**config.mk**
```make
export PLATFORM = sky130hd
export DESIGN_NAME = mem_port_arbiter
export DESIGN_NICKNAME = d
export VERILOG_FILES = /design/src/rtl/mem_arb_pkg.sv /design/src/rtl/mem_arb_prio.sv /design/src/rtl/mem_port_arbiter.sv
export SDC_FILE = /design/constraint.sdc
export NUM_CORES = 1
export LEC_CHECK = 0
export BUFFER_PORTS_ARGS = -buffer_cell sky130_fd_sc_hd__buf_2
export CAP_MARGIN = 20
export CORE_ASPECT_RATIO = 0.5
export CORE_UTILIZATION = 50
export CTS_CLUSTER_SIZE = 24
export DETAILED_ROUTE_END_ITERATION = 16
export PLACE_DENSITY = 0.85
export RECOVER_POWER = 100
export SYNTH_ARGS = -nofsm -noshare
export SYNTH_HDL_FRONTEND = slang
export SYNTH_SLANG_ARGS = --single-unit
```
**constraint.sdc**
```tcl
create_clock -name clk_i -period 2.7 [get_ports clk_i]
set_input_delay 0.27 -clock clk_i [delete_from_list [all_inputs] [get_ports clk_i]]
set_output_delay 0.27 -clock clk_i [all_outputs]
set_load 0.05 [all_outputs]
```
**src/rtl/mem_arb_pkg.sv**
```systemverilog
// Shared types and helpers for the memory port arbiter.
//   arb_state_t : transaction FSM states (IDLE, ISSUE, WAIT, RESP)
//   port_id_t   : which requester owns the current transaction
//   lat_cnt_w() : width of the read-latency down-counter for a given latency
package mem_arb_pkg;

   typedef enum logic [1:0] {
      IDLE  = 2'd0,
      ISSUE = 2'd1,
      WAIT  = 2'd2,
      RESP  = 2'd3
   } arb_state_t;

   typedef enum logic {
      PORT_FETCH = 1'b0,
      PORT_DATA  = 1'b1
   } port_id_t;

   localparam int MEM_LATENCY_DEFAULT = 2;

   // The counter is loaded with the latency itself, so it needs to hold
   // values 0..lat inclusive.
   function automatic int lat_cnt_w(input int lat);
      return (lat < 1) ? 1 : $clog2(lat + 1);
   endfunction

   localparam int LAT_CNT_W = lat_cnt_w(MEM_LATENCY_DEFAULT);

endpackage

```
**src/rtl/mem_arb_prio.sv**
```systemverilog
// Winner select for the memory port arbiter.
// Data wins a contested arbitration unless fetch has already lost
// STARVE_LIMIT contested arbitrations in a row, in which case fetch is forced.
// Ports:
//   clk_i, rst_ni : clock, asynchronous active-low reset
//   f_req_i       : fetch request
//   d_req_i       : data request
//   arb_i         : arbitration strobe (FSM is idle and may grant)
//   win_o         : winning port (meaningful when gnt_o is high)
//   gnt_o         : a grant is made this cycle
module mem_arb_prio
   import mem_arb_pkg::*;
#(
   parameter int STARVE_LIMIT = 4
) (
   input  logic     clk_i,
   input  logic     rst_ni,
   input  logic     f_req_i,
   input  logic     d_req_i,
   input  logic     arb_i,
   output port_id_t win_o,
   output logic     gnt_o
);

   localparam int SW = $clog2(STARVE_LIMIT + 1);

   logic [SW-1:0] starve_q, starve_d;
   logic          forced;

   always_comb begin
      forced   = (starve_q == SW'(STARVE_LIMIT));
      gnt_o    = arb_i & (f_req_i | d_req_i);
      win_o    = (f_req_i & (~d_req_i | forced)) ? PORT_FETCH : PORT_DATA;
      starve_d = starve_q;
      if (gnt_o) begin
         if (win_o == PORT_FETCH) begin
            starve_d = '0;
         end else if (f_req_i && !forced) begin
            // Fetch was also asking and lost: count it, saturating.
            starve_d = starve_q + SW'(1);
         end
      end
   end

   always_ff @(posedge clk_i or negedge rst_ni) begin
      if (!rst_ni) begin
         starve_q <= '0;
      end else begin
         starve_q <= starve_d;
      end
   end

endmodule

```
**src/rtl/mem_port_arbiter.sv**
```systemverilog
// Shares one single-port fixed-latency memory between instruction fetch
// (read-only) and the memory stage (load/store). One transaction at a time:
// IDLE -> ISSUE -> [WAIT ->] RESP -> IDLE.
// Ports:
//   clk_i, rst_ni                  : clock, asynchronous active-low reset
//   f_req_i, f_addr_i              : fetch request / address (held until ack)
//   f_ack_o, f_rdata_o, stall_f_o  : fetch ack pulse, read data, stall
//   d_req_i, d_we_i, d_addr_i,
//   d_wdata_i                      : data request fields (held until ack)
//   d_ack_o, d_rdata_o, stall_d_o  : data ack pulse, load data, stall
//   mem_en_o, mem_we_o, mem_addr_o,
//   mem_wdata_o                    : registered memory command
//   mem_rdata_i                    : memory read data, MEM_LATENCY after en
module mem_port_arbiter
   import mem_arb_pkg::*;
#(
   parameter int ADDR_WIDTH   = 32,
   parameter int DATA_WIDTH   = 32,
   parameter int MEM_LATENCY  = 2,
   parameter int STARVE_LIMIT = 4
) (
   input  logic                  clk_i,
   input  logic                  rst_ni,
   input  logic                  f_req_i,
   input  logic [ADDR_WIDTH-1:0] f_addr_i,
   output logic                  f_ack_o,
   output logic [DATA_WIDTH-1:0] f_rdata_o,
   output logic                  stall_f_o,
   input  logic                  d_req_i,
   input  logic                  d_we_i,
   input  logic [ADDR_WIDTH-1:0] d_addr_i,
   input  logic [DATA_WIDTH-1:0] d_wdata_i,
   output logic                  d_ack_o,
   output logic [DATA_WIDTH-1:0] d_rdata_o,
   output logic                  stall_d_o,
   output logic                  mem_en_o,
   output logic                  mem_we_o,
   output logic [ADDR_WIDTH-1:0] mem_addr_o,
   output logic [DATA_WIDTH-1:0] mem_wdata_o,
   input  logic [DATA_WIDTH-1:0] mem_rdata_i
);

   localparam int CNT_W = lat_cnt_w(MEM_LATENCY);

   arb_state_t            state_q, state_d;
   port_id_t              winner_q, winner_d;
   logic                  en_q, en_d;
   logic                  we_q, we_d;
   logic [ADDR_WIDTH-1:0] addr_q, addr_d;
   logic [DATA_WIDTH-1:0] wdata_q, wdata_d;
   logic [CNT_W-1:0]      cnt_q, cnt_d;
   logic                  f_ack_q, f_ack_d;
   logic                  d_ack_q, d_ack_d;
   logic [DATA_WIDTH-1:0] f_rdata_q, f_rdata_d;
   logic [DATA_WIDTH-1:0] d_rdata_q, d_rdata_d;

   port_id_t              win;
   logic                  gnt;

   mem_arb_prio #(
      .STARVE_LIMIT(STARVE_LIMIT)
   ) u_prio (
      .clk_i  (clk_i),
      .rst_ni (rst_ni),
      .f_req_i(f_req_i),
      .d_req_i(d_req_i),
      .arb_i  (state_q == IDLE),
      .win_o  (win),
      .gnt_o  (gnt)
   );

   always_comb begin
      state_d   = state_q;
      winner_d  = winner_q;
      en_d      = 1'b0;
      we_d      = we_q;
      addr_d    = addr_q;
      wdata_d   = wdata_q;
      cnt_d     = cnt_q;
      f_ack_d   = 1'b0;
      d_ack_d   = 1'b0;
      f_rdata_d = f_rdata_q;
      d_rdata_d = d_rdata_q;

      case (state_q)
         IDLE: begin
            if (gnt) begin
               // Latch the command now so ISSUE drives mem_* straight from flops.
               winner_d = win;
               en_d     = 1'b1;
               if (win == PORT_FETCH) begin
                  we_d    = 1'b0;
                  addr_d  = f_addr_i;
                  wdata_d = '0;
               end else begin
                  we_d    = d_we_i;
                  addr_d  = d_addr_i;
                  wdata_d = d_wdata_i;
               end
               state_d = ISSUE;
            end
         end
         ISSUE: begin
            if (we_q) begin
               // Acks are registered, so raise them on entry to RESP.
               f_ack_d = (winner_q == PORT_FETCH);
               d_ack_d = (winner_q == PORT_DATA);
               state_d = RESP;
            end else begin
               cnt_d   = CNT_W'(MEM_LATENCY);
               state_d = WAIT;
            end
         end
         WAIT: begin
            if (cnt_q == CNT_W'(1)) begin
               if (winner_q == PORT_FETCH) begin
                  f_rdata_d = mem_rdata_i;
                  f_ack_d   = 1'b1;
               end else begin
                  d_rdata_d = mem_rdata_i;
                  d_ack_d   = 1'b1;
               end
               state_d = RESP;
            end else begin
               cnt_d = cnt_q - CNT_W'(1);
            end
         end
         RESP: begin
            state_d = IDLE;
         end
         default: begin
            state_d = IDLE;
         end
      endcase
   end

   always_ff @(posedge clk_i or negedge rst_ni) begin
      if (!rst_ni) begin
         state_q   <= IDLE;
         winner_q  <= PORT_FETCH;
         en_q      <= 1'b0;
         we_q      <= 1'b0;
         addr_q    <= '0;
         wdata_q   <= '0;
         cnt_q     <= '0;
         f_ack_q   <= 1'b0;
         d_ack_q   <= 1'b0;
         f_rdata_q <= '0;
         d_rdata_q <= '0;
      end else begin
         state_q   <= state_d;
         winner_q  <= winner_d;
         en_q      <= en_d;
         we_q      <= we_d;
         addr_q    <= addr_d;
         wdata_q   <= wdata_d;
         cnt_q     <= cnt_d;
         f_ack_q   <= f_ack_d;
         d_ack_q   <= d_ack_d;
         f_rdata_q <= f_rdata_d;
         d_rdata_q <= d_rdata_d;
      end
   end

   assign mem_en_o    = en_q;
   assign mem_we_o    = we_q;
   assign mem_addr_o  = addr_q;
   assign mem_wdata_o = wdata_q;
   assign f_ack_o     = f_ack_q;
   assign d_ack_o     = d_ack_q;
   assign f_rdata_o   = f_rdata_q;
   assign d_rdata_o   = d_rdata_q;
   assign stall_f_o   = f_req_i & ~f_ack_q;
   assign stall_d_o   = d_req_i & ~d_ack_q;

endmodule

```
# Yosys cells after proc, flatten, opt, wreduce, memory -nomap -nowiden
# Index checks and enable logic that the tools add are counted.
dict set report totals {
  register_bits 140
  latch_bits 0
  ram_bits 0
  mem_bits_ro 0
  inputBits 133
  n_memories 0
}
dict set report classes {
  add_sub_neg 2
  n_mul 0
  div_mod_pow 0
  magnitude_cmp 0
  n_eq_ne 9
  shift 0
  mux 23
  n_bitwise 10
  n_reduce_logical 11
}
# operator n
set op_table {}
lappend op_table {{$mux 32} 2}
lappend op_table {{$mux 1} 11}
lappend op_table {{$reduce_and 3->1} 3}
lappend op_table {{$mux 2} 4}
lappend op_table {{$ne 2x2->1 const B} 4}
lappend op_table {{$pmux 2 s4} 1}
lappend op_table {{$mux 3} 2}
lappend op_table {{$reduce_and 2->1} 3}
lappend op_table {{$and 1x1->1} 4}
lappend op_table {{$eq 2x1->1 const B} 2}
lappend op_table {{$eq 2x2->1 const B} 2}
lappend op_table {{$not 1->1} 4}
lappend op_table {{$pmux 1 s2} 2}
lappend op_table {{$pmux 2 s2} 1}
lappend op_table {{$reduce_bool 2->1} 2}
lappend op_table {{$add 3x1->3 const B} 1}
lappend op_table {{$eq 3x3->1 const B} 1}
lappend op_table {{$logic_not 2->1} 1}
lappend op_table {{$or 1x1->1} 2}
lappend op_table {{$sub 2x1->2 const B} 1}
lappend op_table {{$logic_and 1x1->1} 1}
lappend op_table {{$logic_not 1->1} 1}

# Depth between registers and ports, before layout
# Gate-level depths: netlist (run 1).
dict set report depth {
  depth_word 5
  depth_mapped 7
  ltp_nobuf 6
}

# Modules after synthesis
# From an unflattened synthesis (run 1), not the netlist that was laid out.
dict set report hier_totals {
  hier_cells 485
  area_unflattened_um2 5828.1
}
# mod n_inst cells_each area_each_um2 seq_area_each_um2
set by_module_without_submodules {}
lappend by_module_without_submodules {mem_port_arbiter 1 464 5597.9 3428.3}
lappend by_module_without_submodules {mem_arb_prio 1 21 230.2 75.1}

# Worst setup path after synthesis (run 1)
# OpenSTA, ideal clock, no wires.
dict set report synth_path {
  path_type {input port to output port}
  start {in f_req_i}
  end {out stall_f_o}
  arrival_ps 1422
  required_ps 2430
  path_slack_ps 1008
  path_stages 3
  cell_sequence {buf_4 > clkbuf_1 > nor2b_1}
}
dict set report synth_via {
  elab_chain_len 1
}
# element line
set synth_lines {}
lappend synth_lines {{start: declaration} mem_port_arbiter.sv:24} ;# input logic f_req_i,
lappend synth_lines {{$and 1x1->1} mem_port_arbiter.sv:173} ;# assign stall_f_o = f_req_i & ~f_ack_q;
lappend synth_lines {{end: declaration} mem_port_arbiter.sv:28} ;# output logic stall_f_o,
# Every way passes these cells.

# Worst setup path after layout (run 1)
dict set report layout_path {
  start {reg u_prio.starve_q[0]}
  end {reg addr_q[7], in the netlist mem_addr_o[7]}
}
dict set report layout_via {
  elab_chain_len 4
}
# element line
set layout_lines {}
lappend layout_lines {{start: declaration} mem_arb_prio.sv:27} ;# logic [SW-1:0] starve_q, starve_d;
lappend layout_lines {{start signal: assignment} mem_arb_prio.sv:49} ;# starve_q <= starve_d;
lappend layout_lines {{$eq 3x3->1} mem_arb_prio.sv:31} ;# forced = (starve_q == SW'(STARVE_LIMIT));
lappend layout_lines {{$or 1x1->1} mem_arb_prio.sv:33} ;# win_o = (f_req_i & (~d_req_i | forced)) ? PORT_FETCH : PORT_DATA;
lappend layout_lines {{$and 1x1->1} mem_arb_prio.sv:33}
lappend layout_lines {{$mux 32} mem_port_arbiter.sv:91} ;# if (win == PORT_FETCH) begin
lappend layout_lines {{end signal: assignment} mem_port_arbiter.sv:155} ;# addr_q <= addr_d;
lappend layout_lines {{end: declaration} mem_port_arbiter.sv:49} ;# logic [ADDR_WIDTH-1:0] addr_q, addr_d;
# Every way passes these cells.
# A chain may end at the register's enable or synchronous reset.

==> impl_metrics.yaml, run 1 <==
finish:
  register_area_um2: 3500
  drive_gt1_share_pct: 35.4
  layout_commonest_cell: "dfrtp_1"
  antenna_cells: 0
  fin_nets: 822
  finalNonFillerCells: 840
  n_fill_cell: 879
  mostFrequentLayoutCells: "140 x dfrtp_1, 138 x clkbuf_1, 131 x buf_2"
  syn2layout_area_growth_pct: 32.9
  multiInputGateArea_um2: 1960
setup_path:
  crit_required_ns: 2.97
  endpoint_kind: "register"
  crit_arrival_ns: 2.45
  crit_path_start_kind: "register"
  crit_start: "u_prio.starve_q[0]"
  ff2ff_setup_slack_ns: 0.53
  timing.rr.start: "u_prio.starve_q[0]"
  cp_max_fo: 45
  critPathCapture: "mem_addr_o[7]"
  r2r-end: "mem_addr_o[7]"
  r2r_cells: 6
  path_class: "register to register"
synthesis:
  syn_area_per_cell_um2: 13.7
  synth.yosys.seq_area_share_pct: 61.5
  synthTopCellsByArea: "dfrtp_1 61%, mux2_2 13%, a22o_1 5.4%"
  synthFlopType: "dfrtp_1"
  syn-num-nets: 554
  synth-seq-cells: 140
  synth_top_cell_area_share_pct: 61.5
  syn-cell-area_um2: 5700
  synth_cells: 415
  synth_top_area_cell: "dfrtp_1"
  ys_types: 38
  yosys_warnings: 0
  synth-edff-count: 0
  async_flop_share_pct: 100
sta:
  min_period_ns: 2.17
  setup_viol: 0
  fin_skew_ns: 0.0100
  hold_violations: 0
  period_share_pct: 80.5
  max_slew_margin_pct: 38.0
  fin_tns_setup_ns: 0
  tightest_slew_ns: 0.931
  fmax_ghz: 0.460
  slew_violations: 0
  rsz0062_at_grt: "false"
drt:
  vias: 4494
  wire_per_inst_um: 16.8
  dr.pass1.iters: 4
  drc: 0
  ant_nets: 0
  first_iter_violations: 252
  finalWirelength_um: 14100
  vias_per_cell: 5.35
worst_hold_path:
  hold_class: "input port to register"
flow_run:
  drv_cap: 0
floorplanning:
  die_w_um: 153
  num_rows: 27
  design.core.area_um2: 11000
  dieArea_um2: 11900
  io_pins: 267
  start_util_pct: 51.6
  die_height_um: 77.5
clock_network:
  cts_resized: 0
  cts_buffers: 17
  clk_pin_slew_worst_paths_ns: 0.06
  cts.sinks: 140
  tritoncts: "done"
  clk_latency_ns: 0.41
  htree_levels: 4
  clock_path_buffers: 2
  root_buffer: "clkbuf_16"
global_route:
  grtUsageTotal_pct: 24.1
  grt_pass1_vias: 4578
  grt_antenna_before_repair: 0
  grt_max_degree: 78
  grt_first_pass_wirelength_um: 22500
  grt-ovfl-total: 0
status:
  status: "completed"
placement:
  placed_cells: 808
  routabilityCongestion: 0.826
  portBuffers: 266
  hpwl_um: 9590
-- registers in the layout (all words and copies together) (netlist names) --
signal / flops
mem_wdata_o: 32
u_prio.starve_q: 3
state_q: 2
winner_q: 1
mem_we_o: 1
f_ack_o: 1
mem_addr_o: 32
cnt_q: 2
f_rdata_o: 32
d_rdata_o: 32
mem_en_o: 1
d_ack_o: 1
-- metrics by stage --
step                      hold WS [ns]  utilization (%)  setup slack (ns)  cell area, um2
after detailed placement         0.364             65.1             0.839            7190
after global routing            0.0620             68.6             0.371            7580
after global placement           0.357             65.1             0.922            7190
after CTS                       0.0659             71.1             0.829            7850
final                           0.0786             68.6             0.525            7580
after floorplan                -0.0256                -              1.01            5700
-- cell families after synthesis --
group,after synthesis,synth area share [%]
DFF,140,61.5
AOI/OAI and AO/OA,84,13.4
and+or+nand+nor,84,7.48
muxes,66,13.0
buffers and inverters,35,3.29
adders and majority gates,6,1.32
-- how the worst min path moves through the flow --
| stage | start | slack [ns] | cells after the start | to |
|---|---|---|---|---|
| finish | d_wdata_i[0] | 0.08 | 2 | mem_wdata_o[0] |
| global route | d_wdata_i[31] | 0.06 | 2 | mem_wdata_o[31] |
| CTS | d_wdata_i[0] | 0.07 | 2 | mem_wdata_o[0] |
| detailed placement | rst_ni | 0.36 | 1 | d_rdata_o[13] |
| global placement | rst_ni | 0.36 | 1 | f_rdata_o[19] |
| floorplan | rst_ni | -0.03 | 0 | cnt_q[0] |
-- what timing repair did --
item                                    CTS  global route
buffers inserted                          0             0
endpoints found under the hold margin    75             0
hold buffers                              1             0
endpoints found under the setup margin    0             0
-- metal layers --
| layer | vias to the layer above | GRT usage (%) | wire length, um |
|---|---|---|---|
| met5 | - | 0 | 0 |
| met2 | 159 | 43.2 | 7440 |
| li1 | 2051 | - | - |
| met4 | 0 | 7.17 | 193 |
| met1 | 2266 | 29.0 | 5800 |
| met3 | 18 | 5.98 | 670 |
-- worst max-delay path: stages, from the launching register on --
cell and delay [ns]:
dfrtp_1 0.41, inv_1 0.07, ha_1 0.23, nand3_1 0.12
and3_1 0.21, clkbuf_2 0.52, a221o_1 0.48
-- cell usage after synthesis (2+ instances only) --
master / n
inv_1: 7
nor2_1: 4
nor2b_1: 2
o211ai_2: 10
buf_6: 4
nand4_1: 14
a221o_1: 12
o21ai_0: 2
nand3_1: 5
a21oi_1: 5
o221a_2: 6
buf_2: 17
ha_1: 6
and2_1: 12
clkbuf_1: 4
dfrtp_1: 140
a22o_1: 35
o211ai_1: 4
a21o_1: 2
nand2b_1: 8
nand2_1: 34
mux2_2: 66
-- cell type report --
| cell class | instances | share of cell area, % |
|---|---|---|
| multi-input combinational | 240 | 25.9 |
| timing repair buffer | 277 | 16.5 |
| sequential | 140 | 46.2 |
| tap | 145 | 2.39 |
| clock inverter | 11 | 2.86 |
| inverter | 7 | 0.347 |
| clock buffer | 20 | 5.76 |
Power of run 1 is not shown: default switching activity piles up to over one toggle a cycle in this logic, so the estimate is an artifact.
==> inputs of run 2 (changes only) <==
CORE_UTILIZATION = 47   (was 50)
PLACE_DENSITY = 0.81   (was 0.85)
clock period = 2.25 ns   (was 2.7 ns; I/O delays follow)
==> impl_metrics.yaml, run 2 (same netlist as run 1, synthesis figures left out) <==
finish:
  final_util_pct: 65.9
  register_area_um2: 3500
  layout_commonest_cell: "dfrtp_1"
  drive_gt1_share_pct: 35.6
  mostFrequentLayoutCells: "140 x dfrtp_1, 135 x clkbuf_1, 132 x buf_2"
  syn2layout_area_growth_pct: 31.6
  fin_nets: 823
  n_fill_cell: 953
  antenna_cells: 0
  multiInputGateArea_um2: 1970
sta:
  period_share_pct: 89.8
  fin_tns_setup_ns: 0
  fin_skew_ns: 0.00948
  min_period_ns: 2.02
  slew_violations: 0
  setup_viol: 0
  fmax_ghz: 0.495
  tightest_slew_ns: 0.765
  max_slew_margin_pct: 49.0
  hold_violations: 0
  rsz0062_at_grt: "false"
flow_run:
  drv_cap: 0
setup_path:
  path_buf_inv: 2
  slowest_stage: "buf_2"
  cp_cell_sequence: "inv_1, ha_1, nand3_1, buf_2, mux2_2"
  path_class: "register to register"
  crit_required_ns: 2.52
  path_delay_family: "buffers and inverters"
  endpoint_kind: "register"
  crit_path_start_kind: "register"
  crit_arrival_ns: 2.29
  cp_max_fo: 32
  cpPeakStageDelay_ns: 0.61
global_route:
  grt_max_degree: 67
  grt-ovfl-total: 0
  grt_antenna_before_repair: 0
  grt_pass1_vias: 4406
  grtUsageTotal_pct: 21.8
  grt_first_pass_wirelength_um: 21100
clock_network:
  clk_latency_ns: 0.40
  cts_setup_buffers: 0
  cts_resized: 0
  htree_levels: 4
  ctsHoldBuffers: 1
  clk_pin_slew_worst_paths_ns: 0.06
  clock_path_buffers: 2
  root_buffer: "clkbuf_16"
  tritoncts: "done"
  cts_buffers: 17
  cts.sinks: 140
drt:
  first_iter_violations: 204
  dr.pass1.iters: 5
  drc: 0
  vias_per_cell: 5.19
  vias: 4430
  ant_nets: 0
  finalWirelength_um: 13800
  wire_per_inst_um: 16.2
floorplanning:
  num_rows: 27
  die_height_um: 79.9
  start_util_pct: 50.1
  design.core.area_um2: 11400
  die_w_um: 158
  io_pins: 267
  dieArea_um2: 12600
placement:
  routabilityCongestion: 0.822
  hpwl_um: 9880
  portBuffers: 266
status:
  status: "completed"
worst_hold_path:
  hold_class: "input port to register"
==> run 2: path summary, 6_finish.rpt <==
path | start | to | slack, ns | depth (start not counted)
worst max-delay path | state_q[0] | f_rdata_o[28] | 0.23 | 5
worst min-delay path | d_wdata_i[12] | mem_wdata_o[12] | 0.04 | 2
worst max register to register | state_q[0] | f_rdata_o[28] | 0.23 | 5
worst min register to register | winner_q | f_ack_o | 0.49 | 1
max in group asynchronous | rst_ni | d_rdata_o[28] | 0.64 | 3
min in group asynchronous | rst_ni | mem_addr_o[25] | 0.37 | 2
==> run 2: area by class of cell <==
cell class                 instances  share of cell area [%]
inverter                           7                   0.350
multi-input combinational        240                    26.3
tap                              159                    2.65
timing repair buffer             278                    16.8
sequential                       140                    46.7
clock buffer                      18                    5.85
clock inverter                    11                    1.33
==> run 2: stage by stage <==
| step | hold WS [ns] | instances | cell area [um2] | setup WS (ns) |
|---|---|---|---|---|
| detailed placement | 0.263 | 823 | 7220 | 0.408 |
| global route | 0.0288 | 853 | 7500 | 0.120 |
| finish | 0.0425 | 853 | 7500 | 0.230 |
| CTS | 0.0291 | 853 | 7770 | 0.396 |
| global placement | 0.255 | 823 | 7220 | 0.439 |
| floorplan | -0.0706 | 415 | 5700 | 0.648 |
==> run 2: routing by layer <==
| layer | track usage (%) | wire length [um] | up-vias |
|---|---|---|---|
| li1 | - | - | 2069 |
| met1 | 25.8 | 5540 | 2187 |
| met2 | 38.8 | 7240 | 160 |
| met3 | 5.05 | 842 | 14 |
| met4 | 7.96 | 161 | 0 |
| met5 | 0 | 0 | - |
Power of run 2 is left out for the same reason.
